**config.mk**
```make
export PLATFORM = sky130hd
export DESIGN_NAME = ctrl_mc
export DESIGN_NICKNAME = d
export VERILOG_FILES = /design/src/rtl/ctrl_pkg.sv /design/src/rtl/imm_gen.sv /design/src/rtl/ctrl_mc.sv
export SDC_FILE = /design/constraint.sdc
export NUM_CORES = 1
export LEC_CHECK = 0
export ABC_CLOCK_PERIOD_IN_PS = 2200
export BUFFER_PORTS_ARGS = -buffer_cell sky130_fd_sc_hd__buf_2
export CAP_MARGIN = 20
export CORE_UTILIZATION = 52
export DETAILED_ROUTE_END_ITERATION = 10
export PLACE_DENSITY = 0.8
export SYNTH_ARGS = -nofsm -noshare
export SYNTH_HDL_FRONTEND = slang
export SYNTH_SLANG_ARGS = --single-unit
export TNS_END_PERCENT = 50
```
**constraint.sdc**
```tcl
create_clock -name clk -period 2.2 [get_ports clk]
set_input_delay 0.11 -clock clk [delete_from_list [all_inputs] [get_ports clk]]
set_output_delay 0.11 -clock clk [all_outputs]
set_load 0.05 [all_outputs]
```
**src/rtl/ctrl_pkg.sv**
```systemverilog
// Shared encodings for the multi-cycle RV32I-subset control unit:
// opcodes, funct fields, ALU op codes and FSM/decode enumerations.
package ctrl_pkg;

  localparam logic [6:0] OP_IMM    = 7'b0010011;
  localparam logic [6:0] OP_REG    = 7'b0110011;
  localparam logic [6:0] OP_LOAD   = 7'b0000011;
  localparam logic [6:0] OP_STORE  = 7'b0100011;
  localparam logic [6:0] OP_BRANCH = 7'b1100011;

  localparam logic [2:0] F3_ADD = 3'b000;
  localparam logic [2:0] F3_XOR = 3'b100;
  localparam logic [2:0] F3_OR  = 3'b110;
  localparam logic [2:0] F3_AND = 3'b111;
  localparam logic [2:0] F3_W   = 3'b010;
  localparam logic [2:0] F3_BEQ = 3'b000;
  localparam logic [2:0] F3_BNE = 3'b001;

  localparam logic [6:0] F7_BASE = 7'b0000000;
  localparam logic [6:0] F7_SUB  = 7'b0100000;

  localparam logic [2:0] ALU_NONE = 3'b000;
  localparam logic [2:0] ALU_ADD  = 3'b001;
  localparam logic [2:0] ALU_SUB  = 3'b010;
  localparam logic [2:0] ALU_XOR  = 3'b100;
  localparam logic [2:0] ALU_OR   = 3'b110;
  localparam logic [2:0] ALU_AND  = 3'b111;

  typedef enum logic [2:0] {IDLE, DECODE, EXEC, MEM, WB, HALT} state_t;
  typedef enum logic [1:0] {IMM_NONE, IMM_I, IMM_S, IMM_B} imm_sel_t;
  typedef enum logic [2:0] {K_ALU, K_LOAD, K_STORE, K_BEQ, K_BNE, K_ILL} kind_t;

  // funct3 values shared by the register and immediate logic/add groups
  function automatic logic is_alu_f3(input logic [2:0] f3);
    return (f3 == F3_ADD) || (f3 == F3_XOR) || (f3 == F3_OR) || (f3 == F3_AND);
  endfunction

endpackage

```
**src/rtl/imm_gen.sv**
```systemverilog
// Immediate selection (I/S/B) and sign extension to XLEN.
module imm_gen
  import ctrl_pkg::*;
#(
  parameter int XLEN = 32
) (
  input  logic [31:0]     instr,
  input  imm_sel_t        sel,
  output logic [XLEN-1:0] imm
);

  logic [12:0] raw;
  logic        unused_bits;

  assign unused_bits = ^{instr[19:12], instr[6:0]};

  always_comb begin
    raw = '0;
    case (sel)
      IMM_I:   raw = {instr[31], instr[31:20]};
      IMM_S:   raw = {instr[31], instr[31:25], instr[11:7]};
      IMM_B:   raw = {instr[31], instr[7], instr[30:25], instr[11:8], 1'b0};
      default: raw = '0;
    endcase
  end

  assign imm = XLEN'($signed(raw));

endmodule

```
**src/rtl/ctrl_mc.sv**
```systemverilog
// Multi-cycle RV32I-subset control unit. Optional macro CTRL_MC_ILLEGAL_TRAP_EN
// makes illegal instructions halt the controller instead of retiring as a NOP.
//
//  state  | meaning
//  IDLE   | instr_ready high, waiting for a handshake
//  DECODE | latched instruction decoded into output registers
//  EXEC   | ALU / branch completion, or launch of a memory access
//  MEM    | mem_re / mem_we held for MEM_LAT cycles
//  WB     | load data written back to the register file
//  HALT   | illegal instruction trapped, left only via rst
module ctrl_mc
  import ctrl_pkg::*;
#(
  parameter int XLEN    = 32,
  parameter int MEM_LAT = 1
) (
  input  logic            clk,
  input  logic            rst,
  input  logic            instr_valid,
  input  logic [31:0]     instr,
  output logic            instr_ready,
  input  logic            alu_zero,
  output logic [4:0]      rs1,
  output logic [4:0]      rs2,
  output logic [4:0]      rd,
  output logic [XLEN-1:0] imm,
  output logic [2:0]      alu_op,
  output logic            has_imm,
  output logic            rf_we,
  output logic            wb_sel,
  output logic            mem_re,
  output logic            mem_we,
  output logic            pc_we,
  output logic            pc_branch,
  output logic            retire,
  output logic            illegal
);

  localparam int CW = (MEM_LAT > 1) ? $clog2(MEM_LAT) : 1;

  state_t          state, state_nxt;
  logic [31:0]     ir;
  logic [CW-1:0]   mem_cnt;
  logic            mem_last;
  kind_t           kind_q, kind_d;
  logic [2:0]      alu_op_d;
  logic            has_imm_d;
  imm_sel_t        imm_sel_d;
  logic [XLEN-1:0] imm_d;

  logic [6:0] opc;
  logic [2:0] f3;
  logic [6:0] f7;

  assign opc = ir[6:0];
  assign f3  = ir[14:12];
  assign f7  = ir[31:25];

  always_comb begin
    kind_d    = K_ILL;
    alu_op_d  = ALU_NONE;
    has_imm_d = 1'b0;
    imm_sel_d = IMM_NONE;
    case (opc)
      OP_IMM: if (is_alu_f3(f3)) begin
        kind_d    = K_ALU;
        alu_op_d  = (f3 == F3_ADD) ? ALU_ADD : f3;
        has_imm_d = 1'b1;
        imm_sel_d = IMM_I;
      end
      OP_REG: begin
        if (is_alu_f3(f3) && f7 == F7_BASE) begin
          kind_d   = K_ALU;
          alu_op_d = (f3 == F3_ADD) ? ALU_ADD : f3;
        end else if (f3 == F3_ADD && f7 == F7_SUB) begin
          kind_d   = K_ALU;
          alu_op_d = ALU_SUB;
        end
      end
      OP_LOAD: if (f3 == F3_W) begin
        kind_d    = K_LOAD;
        alu_op_d  = ALU_ADD;
        has_imm_d = 1'b1;
        imm_sel_d = IMM_I;
      end
      OP_STORE: if (f3 == F3_W) begin
        kind_d    = K_STORE;
        alu_op_d  = ALU_ADD;
        has_imm_d = 1'b1;
        imm_sel_d = IMM_S;
      end
      OP_BRANCH: if (f3 == F3_BEQ || f3 == F3_BNE) begin
        kind_d    = (f3 == F3_BEQ) ? K_BEQ : K_BNE;
        alu_op_d  = ALU_SUB;
        imm_sel_d = IMM_B;
      end
      default: kind_d = K_ILL;
    endcase
  end

  imm_gen #(.XLEN(XLEN)) u_imm_gen (
    .instr (ir),
    .sel   (imm_sel_d),
    .imm   (imm_d)
  );

  always_ff @(posedge clk or posedge rst) begin
    if (rst) state <= IDLE;
    else     state <= state_nxt;
  end

  always_ff @(posedge clk or posedge rst) begin
    if (rst)                              ir <= '0;
    else if (instr_valid && instr_ready)  ir <= instr;
  end

  always_ff @(posedge clk or posedge rst) begin
    if (rst) begin
      rs1     <= '0;
      rs2     <= '0;
      rd      <= '0;
      imm     <= '0;
      alu_op  <= ALU_NONE;
      has_imm <= 1'b0;
      wb_sel  <= 1'b0;
      kind_q  <= K_ALU;
    end else if (state == DECODE) begin
      rs1     <= ir[19:15];
      rs2     <= ir[24:20];
      rd      <= ir[11:7];
      imm     <= imm_d;
      alu_op  <= alu_op_d;
      has_imm <= has_imm_d;
      wb_sel  <= (kind_d == K_LOAD);
      kind_q  <= kind_d;
    end
  end

  // Down-counter loaded on the way into MEM; terminal count marks the last cycle
  always_ff @(posedge clk or posedge rst) begin
    if (rst)                                mem_cnt <= '0;
    else if (state == EXEC)                 mem_cnt <= CW'(MEM_LAT - 1);
    else if (state == MEM && mem_cnt != '0) mem_cnt <= mem_cnt - CW'(1);
  end

  assign mem_last = (mem_cnt == '0);

  always_comb begin
    state_nxt = state;
    case (state)
      IDLE:   if (instr_valid) state_nxt = DECODE;
      DECODE: state_nxt = EXEC;
      EXEC: begin
        case (kind_q)
          K_LOAD, K_STORE: state_nxt = MEM;
`ifdef CTRL_MC_ILLEGAL_TRAP_EN
          K_ILL:           state_nxt = HALT;
`else
          K_ILL:           state_nxt = IDLE;
`endif
          default:         state_nxt = IDLE;
        endcase
      end
      MEM:    if (mem_last) state_nxt = (kind_q == K_LOAD) ? WB : IDLE;
      WB:     state_nxt = IDLE;
      HALT:   state_nxt = HALT;
      default: state_nxt = IDLE;
    endcase
  end

  always_comb begin
    instr_ready = (state == IDLE) && !rst;
    rf_we       = 1'b0;
    mem_re      = 1'b0;
    mem_we      = 1'b0;
    pc_we       = 1'b0;
    pc_branch   = 1'b0;
    retire      = 1'b0;
    illegal     = 1'b0;
    case (state)
      EXEC: begin
        case (kind_q)
          K_ALU: begin
            rf_we  = (rd != 5'd0);
            pc_we  = 1'b1;
            retire = 1'b1;
          end
          K_BEQ, K_BNE: begin
            pc_we     = 1'b1;
            pc_branch = (kind_q == K_BEQ) ? alu_zero : !alu_zero;
            retire    = 1'b1;
          end
          K_ILL: begin
            illegal = 1'b1;
`ifndef CTRL_MC_ILLEGAL_TRAP_EN
            pc_we   = 1'b1;
            retire  = 1'b1;
`endif
          end
          default: ;
        endcase
      end
      MEM: begin
        mem_re = (kind_q == K_LOAD);
        mem_we = (kind_q == K_STORE);
        if (mem_last && kind_q == K_STORE) begin
          pc_we  = 1'b1;
          retire = 1'b1;
        end
      end
      WB: begin
        rf_we  = (rd != 5'd0);
        pc_we  = 1'b1;
        retire = 1'b1;
      end
      HALT: illegal = 1'b1;
      default: ;
    endcase
  end

endmodule

```
* Yosys cells after proc, flatten, opt, wreduce, memory -nomap -nowiden *
Cells that the tools add are included.
Widths: inputs -> output; s select.

word-level totals
  register bits after elaboration = 72
  output and inout port bits = 60
  bits of input ports = 36
  word-level logic and storage cells = 106

operators by class
  equality and inequality tests = 27
  reductions and logical operators = 23
  mux-type cells = 43
  $add $sub $neg = 1
  bitwise logic cells = 1

operators with widths
  kind                count
  $mux 3              13
  $pmux 13 s3         1
  $pmux 3 s5          2
  $eq 3x3->1 const B  7
  $eq 7x6->1 const B  3
  $mux 1              16
  $eq 3x2->1 const B  5
  $eq 3x1->1 const B  4
  $pmux 3 s4          1
  $mux 2              5
  $logic_not 3->1     3
  $pmux 2 s4          1
  $eq 7x2->1 const B  1
  $eq 7x5->1 const B  1
  $eq 7x7->1 const B  1
  $logic_not 7->1     1
  $logic_and 1x1->1   6
  $pmux 1 s2          3
  $reduce_or 2->1     3
  $reduce_bool 5->1   1
  $eq 2x2->1 const B  2
  $logic_or 1x1->1    4
  $ne 2x2->1 const B  2
  $reduce_or 4->1     1
  other kinds (7)     8

* Logic depth before layout (Yosys ltp) *
  depth after elaboration = 8
  depth in mapped cells = 6
  depth with buffers taken out = 5

* Cells and area by module *
Synthesis repeated with hierarchy kept, for this count alone.

second synthesis, totals
  cell total of the unflattened synthesis = 428
  area, all modules = 4,182.8 um^2

modules (own cells, without submodules)
  module   cells each  area each (um^2)  sequential area each (um^2)  times used
  ctrl_mc  391         3,901.2           2,277.2                      1
  imm_gen  37          281.5             0.0                          1

* Least setup slack after synthesis *
No wires, ideal clock.

  path type = reg-to-reg
  from = register state[2]
  to = register ir[16]
  library setup time = 0.128 ns
  period minus slack after synthesis = 2.473 ns
  data arrival time = 2.345 ns
  buffers on the path = 2
  data required time = 2.072 ns
  cell stages (with the launch flop) = 6
  setup slack = -0.273 ns
  cells stage by stage = dfrtp_1 buf_2 nor4_2 nand2_1 buf_2 mux2_1

on the way
  longest elaborated chain between the ends = 3

ends and longest elaborated chain
  item                      line            text
  start: declaration        ctrl_mc.sv:41   state_t state, state_nxt;
  start signal: assignment  ctrl_mc.sv:109  else state <= state_nxt;
  $logic_not 3->1           ctrl_mc.sv:172  instr_ready = (state == IDLE) && !rst;
  $logic_and 1x1->1         ctrl_mc.sv:172
  net instr_ready           ctrl_mc.sv:21   output logic instr_ready,
  $logic_and 1x1->1         ctrl_mc.sv:114  else if (instr_valid && instr_ready) ir <= instr;
  end signal: assignment    ctrl_mc.sv:114
  end: declaration          ctrl_mc.sv:42   logic [31:0] ir;

The timed path passes the listed nets, and every way through them passes these cells.
A chain may end at the register's enable or synchronous reset.

* Worst setup path in the final report *
  from = register state[2]
  to = output port retire

on the way
  longest elaborated chain between the ends = 2
  elaborated cells between the ends (all ways) = 4
  classes of those cells = eq/ne: 3; mux: 1

ends and longest elaborated chain
  item                                             line            text
  $eq 3x3->1 / $eq 3x2->1 (equally long branches)  ctrl_mc.sv:180  case (state)
  $pmux 1 s3 (*)                                   ctrl_mc.sv:180
  end: declaration                                 ctrl_mc.sv:35   output logic retire,

Mark *: on every way between the ends. The rest lies on a longest branch, timed or not.

==> out/metrics.cfg <==
[timing]
relSlewSlack_pct=61.1
worst_slew_pin_slew_ns=0.583
finalHoldViolCount=0
maxSlewViolCount=0
layout_min_cycle_time_ns=2.04
fin_ws_ns=0.158
max_freq_ghz=0.490
fin_crit_sh_pct=92.8
holdWs_ns=0.00646
skew_ns=0.0114
setup_tns_ns=0
setup_viol=0
rsz0062_at_grt=yes

[place]
place_ws_ns=0.417
io_buffers=95
hpwlAfterDp_mm=4.94
place_congestion=0.983
dpl.cell_count=468

[worst_setup_path]
cpPeakStageDelay_ns=0.50
worst-setup-path-type=reg -> out
worstRegToRegCells=6
worst-r2r-setup-slack_ns=0.32
path_cells=nand2b_1 > nor2_1 > nand3_1 > o22ai_1 > buf_2
worstSetupEndpointType=output pin
rr_endpoint=imm[3]
cp-start-kind=flop
cp_max_fo=8
regToRegStartpoint=ir[13]
worstPathRequired_ns=2.09
cp_data_arrival_time_ns=1.93
cp_slowest_cell=dfrtp_1

[die]
core_area_sq_mm=0.00635
start_util_pct=53.8
rows=29
num_io_pins=96
die_y_um=83.0
fp.dieW_um=83.0
die-area_sq_mm=0.00689

[clocking]
clk_latency_ns=0.34
numCtsBuffers=9
cts_resized=0
cts_num_sinks=72
h-tree-depth=3
cts.clk_slew.worst_paths_ns=0.08
clk_path_buf_depth=2
clock-root-buffer=clkbuf_8
cts_tree=yes

[grt]
antenna_found_initial=0
grt_start_max_net_pins=47
grt_use_total_pct=23.9
overflow=0
grt_pass1_wl_mm=13.0
first_global_vias=2675

[finish]
finalNetCount=462
drive_gt1_share_pct=36.9
n_fill_cell=466
instances_no_fill=508
diodes=0
syn2layout_area_growth_pct=27.0
layout_commonest_cell=buf_2
final_cell_mix=95 x buf_2, 72 x dfrtp_1, 59 x nand2_1

[drt]
drtIter0Drc=195
drc=0
num_vias=2756
drt-met1-wl_mm=3.33
wl_per_cell_um=14.9
wl_met3_um=479
top_layer=met4
wl_met2_mm=3.62
drt-pass1-iter-count=4
wl_mm=7.56
viasPerCell=5.43
ant_nets=0

[run]
maxCapViolCount=0

[yosys]
ys_ff_latch=72
synth_edf_count=0
synthFlopType=dfrtp_1
synthArstFlopShare_pct=100
syn_nets=361
synth_warnings=0
synth_area_per_cell_sq_um=10.5
ys_seq_area_share_pct=52.8
synth_area_sq_mm=0.00341
ys_types=51
syn_inst=325

[power_and_ir_drop]
power_density_mw_per_mm2=1390
ir_drop_uv=896
p_leak_nw=2.15
p_total_mw=6.03

[run_status]
status=complete, no violations

[hold_path]
hold-path-cell-count=2
hold_start=instr[20]
worstHoldPathType=in -> reg
min_to=ir[20]

flip-flops by register name (all words and copies together), names as in the netlist:
register / count
rs2: 5
has_imm: 1
imm: 13
mem_cnt: 1
rd: 5
kind_q: 3
state: 3
wb_sel: 1
rs1: 5
ir: 32
alu_op: 3
per-layer routing:
metal	vias up	global-route usage, %
li1	1312	-
met1	1316	31.8
met2	115	37.9
met3	13	6.36
met4	0	8.78
met5	-	0
synthesized netlist by cell type, types with 3 or more instances:
cell type	count	area [sq um]
dfrtp_1	72	1800
nand2_1	59	221
mux2_2	31	349
nor2_1	28	105
buf_4	20	150
a22o_1	10	87.6
clkbuf_1	9	33.8
a21oi_1	8	40.0
inv_1	8	30.0
buf_2	7	35.0
o21ai_0	6	30.0
a221oi_1	4	35.0
nand3_1	4	20.0
nor2b_1	4	25.0
nor3_1	4	20.0
a211oi_1	3	22.5
a31oi_1	3	18.8
xnor2_1	3	26.3
cell families after synthesis:
logic type | after synthesis | synth area share (%)
xor+xnor | 4 | 1.03
flops | 72 | 52.8
buf+inv | 44 | 7.29
mux | 33 | 10.9
simple gates | 120 | 16.5
compound gates | 52 | 11.5
critical path, delay by kind of cell, from the launching register on:
family	cells	cell delay, ns
buf+inv	1	0.29
compound gates	1	0.20
simple gates	3	0.60
flops	1	0.50
metrics by stage:
stage / instance area, sq um / utilization, %
6_report: 4340 / 68.3
3_3_place_gp: 3850 / 60.7
3_5_place_dp: 3850 / 60.7
4_1_cts: 4340 / 68.3
2_1_floorplan: 3420 / -
5_1_grt: 4340 / 68.3
power by group:
part           switching, mW  total (mW)  internal (mW)
combinational           1.62        2.44          0.826
clock                  0.503        1.26          0.760
sequential             0.489        2.33           1.84
total                   2.61        6.03           3.42
worst max-delay path by stage:
stage               startpoint   endpoint  slack, ns  depth (start not counted)
finish                state[2]     retire       0.16                          5
global route          state[2]     retire      -0.01                          5
CTS                   state[2]     retire       0.14                          5
detailed placement      ir[25]  kind_q[2]       0.42                          5
global placement        ir[13]     imm[6]       0.46                          5
floorplan             state[2]     retire      -0.06                          6
cell type report:
type	count	area, sq um	share of cell area (%)
Multi-Input combinational cell	209	1370	31.6
Timing Repair Buffer	126	793	18.3
Tap cell	77	96.3	2.22
Clock inverter	6	115	2.66
Clock buffer	10	128	2.94
Inverter	8	30.0	0.693
Sequential cell	72	1800	41.6
what timing repair did:
action / CTS / global route
buffers inserted: 0 / 0
hold buffers: 24 / 0
hold endpoints to repair: 49 / 0
endpoints found under the setup margin: 0 / 2
Note: power is estimated with default switching activity, not from simulation.
